**config.mk**
```make
export PLATFORM = sky130hd
export DESIGN_NAME = cpu_loader
export DESIGN_NICKNAME = d
export VERILOG_FILES = /design/src/rtl/cpu_loader.sv
export SDC_FILE = /design/constraint.sdc
export NUM_CORES = 1
export LEC_CHECK = 0
export ABC_AREA = 1
export BUFFER_PORTS_ARGS = -buffer_cell sky130_fd_sc_hd__buf_2
export CAP_MARGIN = 10
export CORE_MARGIN = 2
export CORE_UTILIZATION = 47
export CTS_CLUSTER_SIZE = 16
export DETAILED_ROUTE_END_ITERATION = 12
export PLACE_DENSITY_LB_ADDON = 0.12
export SETUP_SLACK_MARGIN = 0.05
export SLEW_MARGIN = 20
export SYNTH_ARGS = -nofsm -noshare
export SYNTH_HDL_FRONTEND = slang
export SYNTH_SLANG_ARGS = --single-unit
export TNS_END_PERCENT = 20
```
**constraint.sdc**
```tcl
create_clock -name i_clk -period 4.5 [get_ports i_clk]
set_input_delay 0.225 -clock i_clk [delete_from_list [all_inputs] [get_ports i_clk]]
set_output_delay 0.225 -clock i_clk [all_outputs]
set_load 0.02 [all_outputs]
```
**src/rtl/cpu_loader.sv**
```systemverilog
// Streams a program into the CPU over its strobe pins, starts it, feeds runtime input bytes and counts run cycles.
// Every strobe waits on the CPU's status pins; the stream readys are high only while a byte is wanted.
module cpu_loader (
    input  logic        i_clk,
    input  logic        i_reset,
    input  logic        i_start,
    input  logic [7:0]  i_prog_len,
    input  logic        i_prog_valid,
    input  logic [7:0]  i_prog_data,
    output logic        o_prog_ready,
    input  logic        i_in_valid,
    input  logic [7:0]  i_in_data,
    output logic        o_in_ready,
    output logic [7:0]  o_cpu_data,
    output logic        o_cpu_load_addr,
    output logic        o_cpu_load_data,
    output logic        o_cpu_execute,
    output logic        o_cpu_input_taken,
    input  logic        i_cpu_waiting,
    input  logic        i_cpu_take_input,
    output logic        o_busy,
    output logic        o_done,
    output logic [15:0] o_cycles
);

    typedef enum logic [3:0] {
        IDLE, LD_FETCH, ADDR_SETUP, ADDR_STROBE, DATA_SETUP, DATA_STROBE,
        EXEC_SETUP, EXEC_STROBE, RUN, IN_SETUP, IN_STROBE, DONE
    } state_t;

    state_t      state, state_nxt;
    logic [7:0]  addr;
    logic [7:0]  len;
    logic [7:0]  byte_q;
    logic [7:0]  data_nxt;
    logic [8:0]  addr_inc;
    logic        in_have, in_have_nxt;
    logic        prog_xfer, in_xfer;

    assign prog_xfer   = o_prog_ready & i_prog_valid;
    assign in_xfer     = o_in_ready & i_in_valid;
    assign addr_inc    = {1'b0, addr} + 9'd1;
    // The runtime byte spends one cycle on the bus before its strobe rises.
    assign in_have_nxt = (state == IN_SETUP) && !in_have && in_xfer;

    // Setup states only advance once the bus already shows the value, so data leads every strobe.
    always_comb begin
        state_nxt = state;
        data_nxt  = o_cpu_data;
        case (state)
            IDLE, DONE: begin
                if (i_start)
                    state_nxt = (i_prog_len != 8'd0) ? LD_FETCH : EXEC_SETUP;
            end
            LD_FETCH: begin
                if (prog_xfer)
                    state_nxt = ADDR_SETUP;
            end
            ADDR_SETUP: begin
                data_nxt = addr;
                if (i_cpu_waiting && o_cpu_data == addr)
                    state_nxt = ADDR_STROBE;
            end
            ADDR_STROBE: begin
                if (!i_cpu_waiting)
                    state_nxt = DATA_SETUP;
            end
            DATA_SETUP: begin
                data_nxt = byte_q;
                if (i_cpu_take_input && !i_cpu_waiting && o_cpu_data == byte_q)
                    state_nxt = DATA_STROBE;
            end
            DATA_STROBE: begin
                if (!i_cpu_take_input)
                    state_nxt = (addr_inc < {1'b0, len}) ? LD_FETCH : EXEC_SETUP;
            end
            EXEC_SETUP: begin
                if (i_cpu_waiting)
                    state_nxt = EXEC_STROBE;
            end
            EXEC_STROBE: begin
                if (!i_cpu_waiting)
                    state_nxt = RUN;
            end
            RUN: begin
                if (i_cpu_waiting)
                    state_nxt = i_cpu_take_input ? IN_SETUP : DONE;
            end
            IN_SETUP: begin
                if (in_have)
                    state_nxt = IN_STROBE;
                else if (in_xfer)
                    data_nxt = i_in_data;
            end
            IN_STROBE: begin
                if (!i_cpu_take_input)
                    state_nxt = RUN;
            end
            default: state_nxt = IDLE;
        endcase
    end

    always_ff @(posedge i_clk or posedge i_reset) begin
        if (i_reset) begin
            state             <= IDLE;
            addr              <= 8'd0;
            len               <= 8'd0;
            byte_q            <= 8'd0;
            in_have           <= 1'b0;
            o_cpu_data        <= 8'd0;
            o_cycles          <= 16'd0;
            o_prog_ready      <= 1'b0;
            o_in_ready        <= 1'b0;
            o_cpu_load_addr   <= 1'b0;
            o_cpu_load_data   <= 1'b0;
            o_cpu_execute     <= 1'b0;
            o_cpu_input_taken <= 1'b0;
            o_busy            <= 1'b0;
            o_done            <= 1'b0;
        end else begin
            state             <= state_nxt;
            o_cpu_data        <= data_nxt;
            in_have           <= in_have_nxt;
            // Handshake outputs are decoded from the next state so they come straight off flops.
            o_prog_ready      <= (state_nxt == LD_FETCH);
            o_in_ready        <= (state_nxt == IN_SETUP) && !in_have_nxt;
            o_cpu_load_addr   <= (state_nxt == ADDR_STROBE);
            o_cpu_load_data   <= (state_nxt == DATA_STROBE);
            o_cpu_execute     <= (state_nxt == EXEC_STROBE);
            o_cpu_input_taken <= (state_nxt == IN_STROBE);
            o_busy            <= !(state_nxt inside {IDLE, DONE});
            o_done            <= (state_nxt == DONE);
            if ((state == IDLE || state == DONE) && i_start) begin
                len      <= i_prog_len;
                addr     <= 8'd0;
                o_cycles <= 16'd0;
            end
            if (prog_xfer)
                byte_q <= i_prog_data;
            if (state == DATA_STROBE && !i_cpu_take_input)
                addr <= addr + 8'd1;
            if (state == RUN && o_cycles != 16'hFFFF)
                o_cycles <= o_cycles + 16'd1;
        end
    end

endmodule

```
==> impl_metrics.py, run 1 <==
metrics = {
    "placed_design": {
        "buffer_ports.inserted": 62,
        "pre_cts_worst_setup_slack_ps": 1771,
        "place_hpwl_um": 6520,
        "globalplace.congestion": 0.8846,
    },
    "min_path": {
        "timing.hold.worst_endpoint": "byte_q[6]",
        "hold_path.class": "in2reg",
        "min_from": "i_prog_data[6]",
        "hold_path_depth": 3,
    },
    "clocking": {
        "cts-buffers-inserted": 9,
        "cts.sinks": 61,
        "root_buffer": "sky130_fd_sc_hd__clkbuf_8",
        "post_cts_buffers": 0,
        "clkTransAtPathRegs_ps": 80,
        "tritoncts_clock_tree": "done",
        "postCtsHoldBufs": 0,
        "htree_levels": 3,
        "ctsLongestPathBuffers": 2,
        "ctsResizeCount": 0,
        "clock_insertion_delay_worst_skew_ps": 350,
    },
    "pwr": {
        "p_comb_share_pct": 42.1,
        "power.share.switching_pct": 42.75,
        "power_leakage_uw": 0.002215,
        "switching_power_uw": 1023,
        "ir_drop_uv": 325.6,
        "totalPowerFinal_uw": 2394,
        "power.density_mw_per_mm2": 558.0,
        "share_clk_of_total_power_pct": 23.4,
        "power_report.internal_total_uw": 1371,
        "power.sequential.fraction_pct": 34.6,
    },
    "setup_path": {
        "timing.reg2reg.setup_slack_ps": 1740,
        "cp_num_buf_inv": 1,
        "critical-path-slowest-cell": "sky130_fd_sc_hd__dfrtp_1",
        "setup.worst_path.end_class": "flop",
        "critical_path.reg2reg.startpoint": "addr[0]",
        "worstPathMaxFanout": 6,
        "critical-path-top-delay-family": "simple AND/OR/NAND/NOR gates",
        "timing.critical_path.cells": "ha_1 -> nand2_2 -> nor2_4 -> inv_1 -> nor3_1 -> xor2_1 -> ha_1 -> a21o_1 -> nand3_1 -> nand2_1 -> nor2_1 -> nand3_2 -> a21oi_2 -> nand2_1 -> nor2_1 -> nor2_1",
        "setup.worst_path.start_class": "flop",
        "arrival_ps": 2990,
        "timing.setup.critical_path_class": "reg2reg",
        "worstSetupPathDepth": 16,
        "worstReg2RegEnd": "o_busy",
        "cpMostUsedCell": "sky130_fd_sc_hd__nor2_1",
        "worst-endpoint-required_ps": 4730,
        "cp_max_stage_delay_ps": 420,
        "rr_worst_depth": 16,
    },
    "timing": {
        "finalHoldWorstSlack_ps": 69.43,
        "rsz_0062_raised_after_global_routing": "false",
        "min_period_over_period_pct": 61.26,
        "setup_violations": 0,
        "timing.slew.headroom_pct": 47.37,
        "maximum_frequency_from_static_timing_analysis_ghz": 0.3628,
        "tightest_slew_ps": 789.5,
        "setup_tns_ps": 0,
        "finalCriticalPeriod_ps": 2757,
        "slew_viol_final": 0,
        "layout_setup_ws_ps": 1743,
        "timing.final.hold_violations": 0,
        "finalClockSkew_ps": 11.86,
    },
    "die": {
        "initial_core_util_pct": 47.97,
        "design.core.area_mm2": 0.007647,
        "design.portCount": 63,
        "die_area_mm2": 0.008528,
        "std_cell_rows": 32,
        "chipWidth_um": 92.35,
        "die_h_um": 92.35,
    },
    "logic_synthesis": {
        "synth.lib_cells_used.distinct": 40,
        "yosys_most_used_dff": "sky130_fd_sc_hd__dfrtp_1",
        "post_synth_inst_count": 461,
        "mean_cell_area_of_the_mapped_netlist_um2": 7.958,
        "mappedNetlistArea_mm2": 0.003669,
        "synth_edf_count": 0,
        "async_reset_ff_share_pct": 100.0,
        "synth.yosys.warnings": 0,
        "synthesis.nets": 501,
        "synth_sequential_area_ratio_pct": 41.61,
        "synth-seq-cells": 61,
    },
    "layout": {
        "multi_input_area_mm2": 0.001782,
        "nets": 569,
        "nFillCells": 723,
        "seq_area_mm2": 0.001526,
        "final_layout_size_suffix_gt1_share_pct": 24.53,
        "syn_to_final_growth_pct": 16.95,
        "diodes": 0,
    },
    "grt": {
        "first_pass_grt_wire_length_um": 14460,
        "maximum_number_of_pins_on_one_net_before_global_route_repair": 62,
        "grt.total_usage_pct": 21.56,
        "grt_overflow": 0,
        "number_of_antenna_violations_at_the_first_check_in_global_routing": 0,
        "grt_pass1_vias": 3058,
    },
    "drt": {
        "avgViaCountPerCell": 5.052,
        "vias_post_dr": 3213,
        "drtIter0Drc": 179,
        "wirelength_um": 8544,
        "post-route-drc-count": 0,
        "firstDrtPassIters": 4,
        "per_cell_routed_wire_length_um": 13.43,
        "ant_nets": 0,
    },
    "status": {
        "run_status": "finished, final reports clean",
    },
    "run": {
        "drv_cap": 0,
    },
}
[layout by cell type, fill, tap and decap left out, types with 2 or more instances in the layout]
cell / Yosys / layout
sky130_fd_sc_hd__nand2_1: 104 / 104
sky130_fd_sc_hd__buf_2: 0 / 62
sky130_fd_sc_hd__o221ai_1: 4 / 4
sky130_fd_sc_hd__nor2_2: 9 / 9
sky130_fd_sc_hd__xnor2_1: 2 / 2
sky130_fd_sc_hd__nand3_2: 3 / 3
sky130_fd_sc_hd__nor2_1: 31 / 31
sky130_fd_sc_hd__clkinv_2: 0 / 2
sky130_fd_sc_hd__inv_1: 77 / 76
sky130_fd_sc_hd__a21oi_2: 2 / 2
sky130_fd_sc_hd__nand2_2: 10 / 10
sky130_fd_sc_hd__nand3b_1: 2 / 2
sky130_fd_sc_hd__nand2_4: 2 / 2
sky130_fd_sc_hd__nand4_1: 6 / 6
sky130_fd_sc_hd__dfrtp_1: 61 / 61
sky130_fd_sc_hd__xor2_1: 16 / 16
sky130_fd_sc_hd__bufinv_16: 0 / 2
sky130_fd_sc_hd__o22ai_1: 11 / 11
sky130_fd_sc_hd__o31ai_1: 2 / 2
sky130_fd_sc_hd__o22ai_2: 2 / 2
sky130_fd_sc_hd__o21ai_0: 30 / 30
sky130_fd_sc_hd__ha_1: 9 / 9
sky130_fd_sc_hd__a21o_1: 2 / 2
sky130_fd_sc_hd__nor3_2: 7 / 7
sky130_fd_sc_hd__clkbuf_8: 0 / 11
sky130_fd_sc_hd__nand3_1: 17 / 17
sky130_fd_sc_hd__a21oi_1: 7 / 7
sky130_fd_sc_hd__o21ai_1: 10 / 10
sky130_fd_sc_hd__inv_2: 6 / 7
sky130_fd_sc_hd__o211ai_1: 3 / 3
sky130_fd_sc_hd__nor2_4: 5 / 5
sky130_fd_sc_hd__nor3_1: 6 / 6
[through the flow]
step | std cells | area, um^2 | util [%]
after global placement | 620 | 4065 | 53.16
after global routing | 636 | 4290 | 56.10
final | 636 | 4290 | 56.10
after detailed placement | 620 | 4065 | 53.16
after floorplan | 461 | 3669 | -
after CTS | 636 | 4290 | 56.10
[kinds of logic (layout without fill, tap and decap cells)]
group / Yosys count / after routing / share of synthesized area (%)
xor gates and xnor gates: 18 / 18 / 4.297
DFF: 61 / 61 / 41.61
buffers and inverters: 89 / 162 / 9.823
and+or+nand+nor: 204 / 204 / 27.18
AOI/OAI and AO/OA: 80 / 80 / 14.02
adders and majority gates: 9 / 9 / 3.070
[cell type report]
cell class | instances | area share [%]
sequential | 61 | 35.58
clock buffer | 12 | 3.616
multi-input combinational | 311 | 41.53
inverter | 83 | 7.262
clock inverter | 4 | 1.633
tap | 102 | 2.975
timing repair buffer | 63 | 7.407
[power by group through the flow]
stage | Clock, uW | Combinational (uW) | Sequential (uW)
6_report | 559 | 1010 | 828
2_1_floorplan | 0 | 722 | 877
3_3_place_gp | 0 | 991 | 834
4_1_cts | 573 | 1010 | 827
3_5_place_dp | 0 | 1000 | 836
5_1_grt | 600 | 1140 | 850
[flip-flops by register name, summed over array words and instances (netlist names)]
name / flops
addr: 8
byte_q: 8
in_have: 1
len: 8
o_busy: 1
o_cpu_data: 8
o_cpu_execute: 1
o_cpu_input_taken: 1
o_cpu_load_addr: 1
o_cpu_load_data: 1
o_cycles: 16
o_done: 1
o_in_ready: 1
o_prog_ready: 1
state: 4
[synth_stat cells (4+ instances only)]
master	instances	area, um^2
sky130_fd_sc_hd__nand2_1	104	390.4
sky130_fd_sc_hd__inv_1	77	289.0
sky130_fd_sc_hd__dfrtp_1	61	1526
sky130_fd_sc_hd__nor2_1	31	116.4
sky130_fd_sc_hd__o21ai_0	30	150.1
sky130_fd_sc_hd__nand3_1	17	85.08
sky130_fd_sc_hd__xor2_1	16	140.1
sky130_fd_sc_hd__o22ai_1	11	68.82
sky130_fd_sc_hd__nand2_2	10	62.56
sky130_fd_sc_hd__o21ai_1	10	50.05
sky130_fd_sc_hd__ha_1	9	112.6
sky130_fd_sc_hd__nor2_2	9	56.30
sky130_fd_sc_hd__a21oi_1	7	35.03
sky130_fd_sc_hd__nor3_2	7	70.07
sky130_fd_sc_hd__inv_2	6	22.52
sky130_fd_sc_hd__nand4_1	6	37.54
sky130_fd_sc_hd__nor3_1	6	30.03
sky130_fd_sc_hd__nor2_4	5	56.30
sky130_fd_sc_hd__o221ai_1	4	35.03
[worst max-delay path by stage]
stage / from / endpoint / slack, ps
2_1_floorplan: addr[0] / o_busy / 2080
3_3_place_gp: addr[0] / o_busy / 1870
3_5_place_dp: addr[0] / o_busy / 1770
4_1_cts: addr[0] / o_busy / 1750
5_1_grt: addr[0] / o_busy / 1500
6_report: addr[0] / o_busy / 1740
[worst min-delay path, cell delays in order]
cell                      delay, ps
sky130_fd_sc_hd__buf_2           70
sky130_fd_sc_hd__nand2_1         40
sky130_fd_sc_hd__nand2_1         40
[per-layer routing]
layer	wire length, um	vias to the layer above	track usage (%)
li1	-	1625	-
met1	4143	1512	29.91
met2	3933	66	33.15
met3	346	10	5.858
met4	120	0	6.343
met5	0	-	0
No activity file was read; power rests on OpenSTA's default activity.
==> run 2: changes to the inputs <==
==> constraint.sdc (replaced) <==
create_clock -name i_clk -period 2.2 [get_ports i_clk]
set_input_delay 0.11 -clock i_clk [delete_from_list [all_inputs] [get_ports i_clk]]
set_output_delay 0.11 -clock i_clk [all_outputs]
set_load 0.02 [all_outputs]
==> run 2 against run 1 <==
  * The run now ends with negative setup slack left
  * Die area did not move
  * Wire length rose by 6.8%
  * Final cell count grew 6.0%
  * Largest power group unchanged
  * Critical path type unchanged
==> impl_metrics.py, run 2 (same netlist as run 1, synthesis figures left out) <==
metrics = {
    "layout": {
        "nFillCells": 691,
        "largest_register": "o_cycles",
        "final_core_util_pct": 61.39,
        "layout_commonest_cell": "sky130_fd_sc_hd__nand2_1",
        "syn_to_final_growth_pct": 27.97,
        "nets": 607,
        "diodes": 0,
        "final_layout_size_suffix_gt1_share_pct": 31.82,
        "largest_register_ff_count": 16,
        "most-common-layout-cells": "99 x sky130_fd_sc_hd__nand2_1, 74 x sky130_fd_sc_hd__inv_1, 62 x sky130_fd_sc_hd__buf_2",
        "final-instance-count-excl-fill": 674,
    },
    "timing": {
        "rsz_0062_raised_after_global_routing": "true",
        "maximum_frequency_from_static_timing_analysis_ghz": 0.3868,
        "slew_viol_final": 0,
        "timing.final.hold_violations": 0,
        "min_period_over_period_pct": 117.5,
        "layout_setup_ws_ps": -385.0,
        "finalCriticalPeriod_ps": 2585,
        "setup_violations": 9,
        "tightest_slew_ps": 415.8,
        "setup_tns_ps": -2554,
        "finalClockSkew_ps": 9.525,
        "timing.slew.headroom_pct": 72.25,
    },
    "clocking": {
        "root_buffer": "sky130_fd_sc_hd__clkbuf_8",
        "cts.sinks": 61,
        "htree_levels": 3,
        "clock_insertion_delay_worst_skew_ps": 340,
        "tritoncts_clock_tree": "done",
        "cts-buffers-inserted": 9,
        "ctsLongestPathBuffers": 2,
        "clkTransAtPathRegs_ps": 70,
    },
    "die": {
        "design.portCount": 63,
        "die_h_um": 92.35,
        "initial_core_util_pct": 47.97,
        "design.core.area_mm2": 0.007647,
        "die_area_mm2": 0.008528,
        "chipWidth_um": 92.35,
        "std_cell_rows": 32,
    },
    "grt": {
        "grt.total_usage_pct": 22.41,
        "number_of_antenna_violations_at_the_first_check_in_global_routing": 0,
        "first_pass_grt_wire_length_um": 15290,
        "maximum_number_of_pins_on_one_net_before_global_route_repair": 62,
        "grt_pass1_vias": 3323,
        "grt_overflow": 0,
    },
    "placed_design": {
        "globalplace.congestion": 0.9302,
        "placed_cells_incl_taps": 646,
        "buffer_ports.inserted": 62,
        "place_hpwl_um": 6681,
    },
    "pwr": {
        "ir_drop_uv": 556.0,
        "power_leakage_uw": 0.002428,
        "totalPowerFinal_uw": 5073,
        "power.density_mw_per_mm2": 1081,
    },
    "drt": {
        "wirelength_um": 9124,
        "vias_post_dr": 3368,
        "per_cell_routed_wire_length_um": 13.54,
        "firstDrtPassIters": 5,
        "drtIter0Drc": 185,
        "avgViaCountPerCell": 4.997,
        "post-route-drc-count": 0,
        "ant_nets": 0,
    },
    "setup_path": {
        "worstPathMaxFanout": 4,
        "worst-endpoint-required_ps": 2440,
        "cp_max_stage_delay_ps": 380,
        "startpoint": "addr[1]",
        "setup.worst_path.end_class": "flop",
        "rr_worst_depth": 16,
        "cpMostUsedCell": "sky130_fd_sc_hd__nand2_2",
        "timing.setup.critical_path_class": "reg2reg",
        "critical-path-slowest-cell": "sky130_fd_sc_hd__dfrtp_1",
        "arrival_ps": 2820,
        "critical_path.reg2reg.startpoint": "addr[1]",
        "timing.reg2reg.setup_slack_ps": -380,
        "setup.worst_path.start_class": "flop",
        "worstReg2RegEnd": "o_busy",
        "timing.critical_path.cells": "ha_2 -> nand2_2 -> nor2_4 -> inv_2 -> nor3_4 -> xor2_1 -> ha_1 -> a21o_1 -> nand3_2 -> nand2_2 -> nor2_4 -> nand3_4 -> a21oi_2 -> nand2_2 -> nor2_2 -> nor2_1",
    },
    "status": {
        "run_status": "finished with violations",
        "violations": "negative setup slack",
    },
    "min_path": {
        "hold_path.class": "in2reg",
        "hold_path_depth": 3,
        "min_from": "i_in_valid",
        "timing.hold.worst_endpoint": "in_have",
    },
    "run": {
        "drv_cap": 0,
    },
}
-- run 2: changes by cell type in the layout (fill, tap and decap cells not counted), moves of 4 or more --
| cell | delta |
|---|---|
| sky130_fd_sc_hd__buf_4 | +27 |
| sky130_fd_sc_hd__dlygate4sd3_1 | +9 |
| sky130_fd_sc_hd__nand2_1 | -5 |
| sky130_fd_sc_hd__nand2_2 | +4 |
| sky130_fd_sc_hd__nand3_1 | -4 |
| sky130_fd_sc_hd__nor2_1 | -5 |
-- run 2: what timing repair did --
item                                    in CTS  in global routing
gates resized for setup                      6                 21
hold endpoints to repair                    69                  0
setup buffers                                1                  2
endpoints found under the setup margin       9                 12
hold buffers                                 9                  0
pin swaps                                    3                 11
-- run 2: critical path: cells and delay by family (launching register included) --
family	cells	cell delay, ps
and+or+nand+nor	10	980
adders and majority gates	2	490
DFF	1	380
AOI/OAI and AO/OA	2	380
xor gates and xnor gates	1	200
buffers and inverters	1	60
-- run 2: how the worst max path moves through the flow --
stage | end | slack (ps) | cells past startpoint
6_report | o_busy | -380 | 16
5_1_grt | o_busy | -560 | 16
4_1_cts | o_busy | -360 | 16
3_5_place_dp | o_busy | -380 | 16
3_3_place_gp | o_busy | -270 | 18
2_1_floorplan | o_busy | -170 | 16
-- run 2: report_power, final --
| group | switching (uW) | internal, uW | total (uW) |
|---|---|---|---|
| logic | 1540 | 865 | 2410 |
| registers | 248 | 1430 | 1680 |
| clock network | 440 | 546 | 986 |
-- run 2: layer usage --
metal	vias up	global-route usage [%]	wire length, um
met1	1583	31.11	4274
met3	13	4.394	397
met5	-	0	0
met4	0	5.846	139
met2	73	36.07	4312
li1	1699	-	-
-- run 2: metrics by stage --
step | setup slack, ps | hold slack [ps] | cell area [um^2]
2_1_floorplan | -172.0 | 219.6 | 3676
6_report | -385.0 | 44.28 | 4695
3_3_place_gp | -272.0 | 201.3 | 4280
4_1_cts | -358.2 | 32.29 | 4587
5_1_grt | -562.9 | 59.55 | 4695
3_5_place_dp | -378.5 | 202.2 | 4280
-- run 2: area by class of cell --
cell class / instances / area, um^2 / share of cell area, %
Inverter: 83 / 311.5 / 6.636
Timing Repair Buffer: 101 / 641.9 / 13.67
Multi-Input combinational cell: 311 / 1896 / 40.38
Sequential cell: 61 / 1526 / 32.52
Tap cell: 102 / 127.6 / 2.719
Clock buffer: 11 / 141.4 / 3.012
Clock inverter: 5 / 50.05 / 1.066
==> run 3: changes to the inputs <==
--- a/config.mk
+++ b/config.mk
@@ -8,7 +8,6 @@
 export ABC_AREA = 1
 export BUFFER_PORTS_ARGS = -buffer_cell sky130_fd_sc_hd__buf_2
 export CAP_MARGIN = 10
-export CORE_MARGIN = 2
 export CORE_UTILIZATION = 47
 export CTS_CLUSTER_SIZE = 16
 export DETAILED_ROUTE_END_ITERATION = 12
==> run 3 against run 2 <==
  * The run ends with negative hold slack, negative setup slack left
  * Power down 3.5%
  * Clock power down 12%
  * Clock skew down 0.79 ps
  * Register-to-register slack worse by 40 ps
  * Cell area down 2.0%
  * First-iteration DRC count down 8.6%
  * Fmax down 1.7%
  * Worst hold slack worse by 48 ps
  * Wire length down 2.2%
  * Utilization up 0.71 points
  * Non-clock buffer count unchanged
  * Largest cell class unchanged
==> impl_metrics.py, run 3 (same netlist as run 1, synthesis figures left out) <==
metrics = {
    "drt": {
        "per_cell_routed_wire_length_um": 13.34,
        "avgViaCountPerCell": 5.079,
        "drtIter0Drc": 169,
        "ant_nets": 0,
        "post-route-drc-count": 0,
        "vias_post_dr": 3398,
        "firstDrtPassIters": 4,
        "wirelength_um": 8927,
    },
    "layout": {
        "most-common-layout-cells": "101 x sky130_fd_sc_hd__nand2_1, 75 x sky130_fd_sc_hd__inv_1, 62 x sky130_fd_sc_hd__buf_2",
        "nets": 607,
        "diodes": 0,
        "layout_commonest_cell": "sky130_fd_sc_hd__nand2_1",
        "largest_register_ff_count": 16,
        "finalInstanceArea_mm2": 0.004601,
        "nFillCells": 696,
        "largest_register": "o_cycles",
        "final_layout_size_suffix_gt1_share_pct": 29.65,
        "syn_to_final_growth_pct": 25.41,
    },
    "clocking": {
        "root_buffer": "sky130_fd_sc_hd__clkbuf_8",
        "clkTransAtPathRegs_ps": 60,
        "htree_levels": 3,
        "tritoncts_clock_tree": "done",
        "clock_insertion_delay_worst_skew_ps": 340,
        "cts-buffers-inserted": 9,
        "ctsLongestPathBuffers": 2,
        "cts.sinks": 61,
    },
    "status": {
        "violations": "negative hold slack, negative setup slack",
        "run_status": "finished with violations",
    },
    "grt": {
        "first_pass_grt_wire_length_um": 15100,
        "grt_pass1_vias": 3236,
        "grt_overflow": 0,
        "number_of_antenna_violations_at_the_first_check_in_global_routing": 0,
        "maximum_number_of_pins_on_one_net_before_global_route_repair": 62,
        "grt.total_usage_pct": 23.01,
    },
    "timing": {
        "setup_tns_ps": -2796,
        "tightest_slew_ps": 777.5,
        "timing.slew.headroom_pct": 48.17,
        "rsz_0062_raised_after_global_routing": "true",
        "finalClockSkew_ps": 8.731,
        "layout_setup_ws_ps": -429.4,
        "timing.final.hold_violations": 4,
        "min_period_over_period_pct": 119.5,
        "finalCriticalPeriod_ps": 2629,
        "slew_viol_final": 0,
        "setup_violations": 9,
        "finalHoldWorstSlack_ps": -3.362,
        "maximum_frequency_from_static_timing_analysis_ghz": 0.3803,
    },
    "setup_path": {
        "timing.reg2reg.setup_slack_ps": -430,
        "worstPathMaxFanout": 4,
        "critical-path-top-delay-family": "simple AND/OR/NAND/NOR gates",
        "cpMostUsedCell": "sky130_fd_sc_hd__nand2_2",
        "timing.setup.critical_path_class": "reg2reg",
        "arrival_ps": 2850,
        "critical_path.reg2reg.startpoint": "addr[1]",
        "rr_worst_depth": 18,
        "worst-endpoint-required_ps": 2420,
        "cp_max_stage_delay_ps": 370,
        "startpoint": "addr[1]",
        "critical-path-slowest-cell": "sky130_fd_sc_hd__dfrtp_1",
        "cp_num_buf_inv": 1,
        "worstReg2RegEnd": "o_busy",
        "setup.worst_path.end_class": "flop",
        "setup.worst_path.start_class": "flop",
        "timing.critical_path.cells": "ha_2 -> nand2_2 -> nor2_4 -> inv_2 -> nor3_2 -> xor2_1 -> ha_1 -> a21o_1 -> nand3_1 -> nand2_1 -> nor2_2 -> nand3_4 -> nand2_2 -> nand2_2 -> nand2_4 -> nand2_2 -> nor2_2 -> nor2_1",
    },
    "die": {
        "die_h_um": 90.35,
        "die_area_mm2": 0.008162,
        "design.core.area_mm2": 0.007408,
        "initial_core_util_pct": 49.52,
        "design.portCount": 63,
        "std_cell_rows": 31,
        "chipWidth_um": 90.35,
    },
    "placed_design": {
        "place_hpwl_um": 6812,
        "globalplace.congestion": 0.8528,
        "buffer_ports.inserted": 62,
        "post_dp_cell_area_mm2": 0.004264,
    },
    "run": {
        "drv_cap": 0,
    },
    "pwr": {
        "power_leakage_uw": 0.002394,
        "ir_drop_uv": 601.3,
        "power.density_mw_per_mm2": 1064,
    },
    "min_path": {
        "hold_path.class": "in2async",
    },
}
==> run 3: cell count changes in the layout (fill, tap and decap cells not counted), moves of 2 or more <==
cell,before,now
sky130_fd_sc_hd__nand2_2,14,10
sky130_fd_sc_hd__clkinv_2,4,2
sky130_fd_sc_hd__nor2_1,26,29
sky130_fd_sc_hd__xor2_2,3,0
sky130_fd_sc_hd__nand2_4,3,5
sky130_fd_sc_hd__xor2_1,13,16
sky130_fd_sc_hd__nor2_4,7,5
sky130_fd_sc_hd__nand3_2,6,3
sky130_fd_sc_hd__nand2_1,99,101
sky130_fd_sc_hd__nand3_1,13,16
sky130_fd_sc_hd__buf_4,28,30
==> run 3: what timing repair did <==
action                                 CTS  global route
endpoints found under the hold margin    8             0
gates resized for setup                  3            12
pin swaps                                2             7
buffers inserted                         2             2
hold buffers                             8             0
setup endpoints to repair                9            12
==> run 3: cell type report <==
type	instances	area, um^2	area share, %
Multi-Input combinational cell	311	1847	40.14
Sequential cell	61	1526	33.18
Timing Repair Buffer	101	626.9	13.63
Inverter	83	311.5	6.772
Clock buffer	12	155.1	3.372
Tap cell	99	123.9	2.692
Clock inverter	2	10.01	0.2176
==> run 3: where the power goes <==
part | internal [uW] | switching [uW] | leakage [uW] | total [uW]
clock | 454 | 412 | 0.0000881 | 867
combinational | 845 | 1500 | 0.00149 | 2350
sequential | 1430 | 253 | 0.000811 | 1680
total | 2730 | 2170 | 0.00239 | 4900
==> run 3: worst max path at each step <==
| stage | slack [ps] | cells past startpoint | end |
|---|---|---|---|
| final | -430 | 18 | o_busy |
| after global routing | -660 | 18 | o_busy |
| after CTS | -360 | 18 | o_busy |
| after detailed placement | -360 | 18 | o_busy |
| after global placement | -260 | 18 | o_busy |
| after floorplan | -170 | 16 | o_busy |
==> run 3: layer usage <==
layer	vias to the layer above	routed length, um	share of wire, %	track usage [%]
li1	1697	-	-	-
met1	1620	4299	48	32.01
met2	74	4192	47	36.70
met3	7	372	4.2	3.283
met4	0	63	0.71	7.930
met5	-	0	0	0
==> run 3: worst min-delay path, delay by kind of cell <==
kind | cells | cell delay, ps
buffers and inverters | 3 | 730
==> run 3: stage by stage <==
stage          setup WS, ps  instances  total power (uW)  utilization, %  hold slack [ps]
3_5_place_dp         -363.8        643              3901           57.56            307.0
2_1_floorplan        -172.0        461              3273               -            219.6
5_1_grt              -659.6        669              5273           62.10            67.12
4_1_cts              -355.6        667              4805           61.16            21.95
3_3_place_gp         -263.7        643              3860           57.56            304.4
6_report             -429.4        669              4895           62.10           -3.362
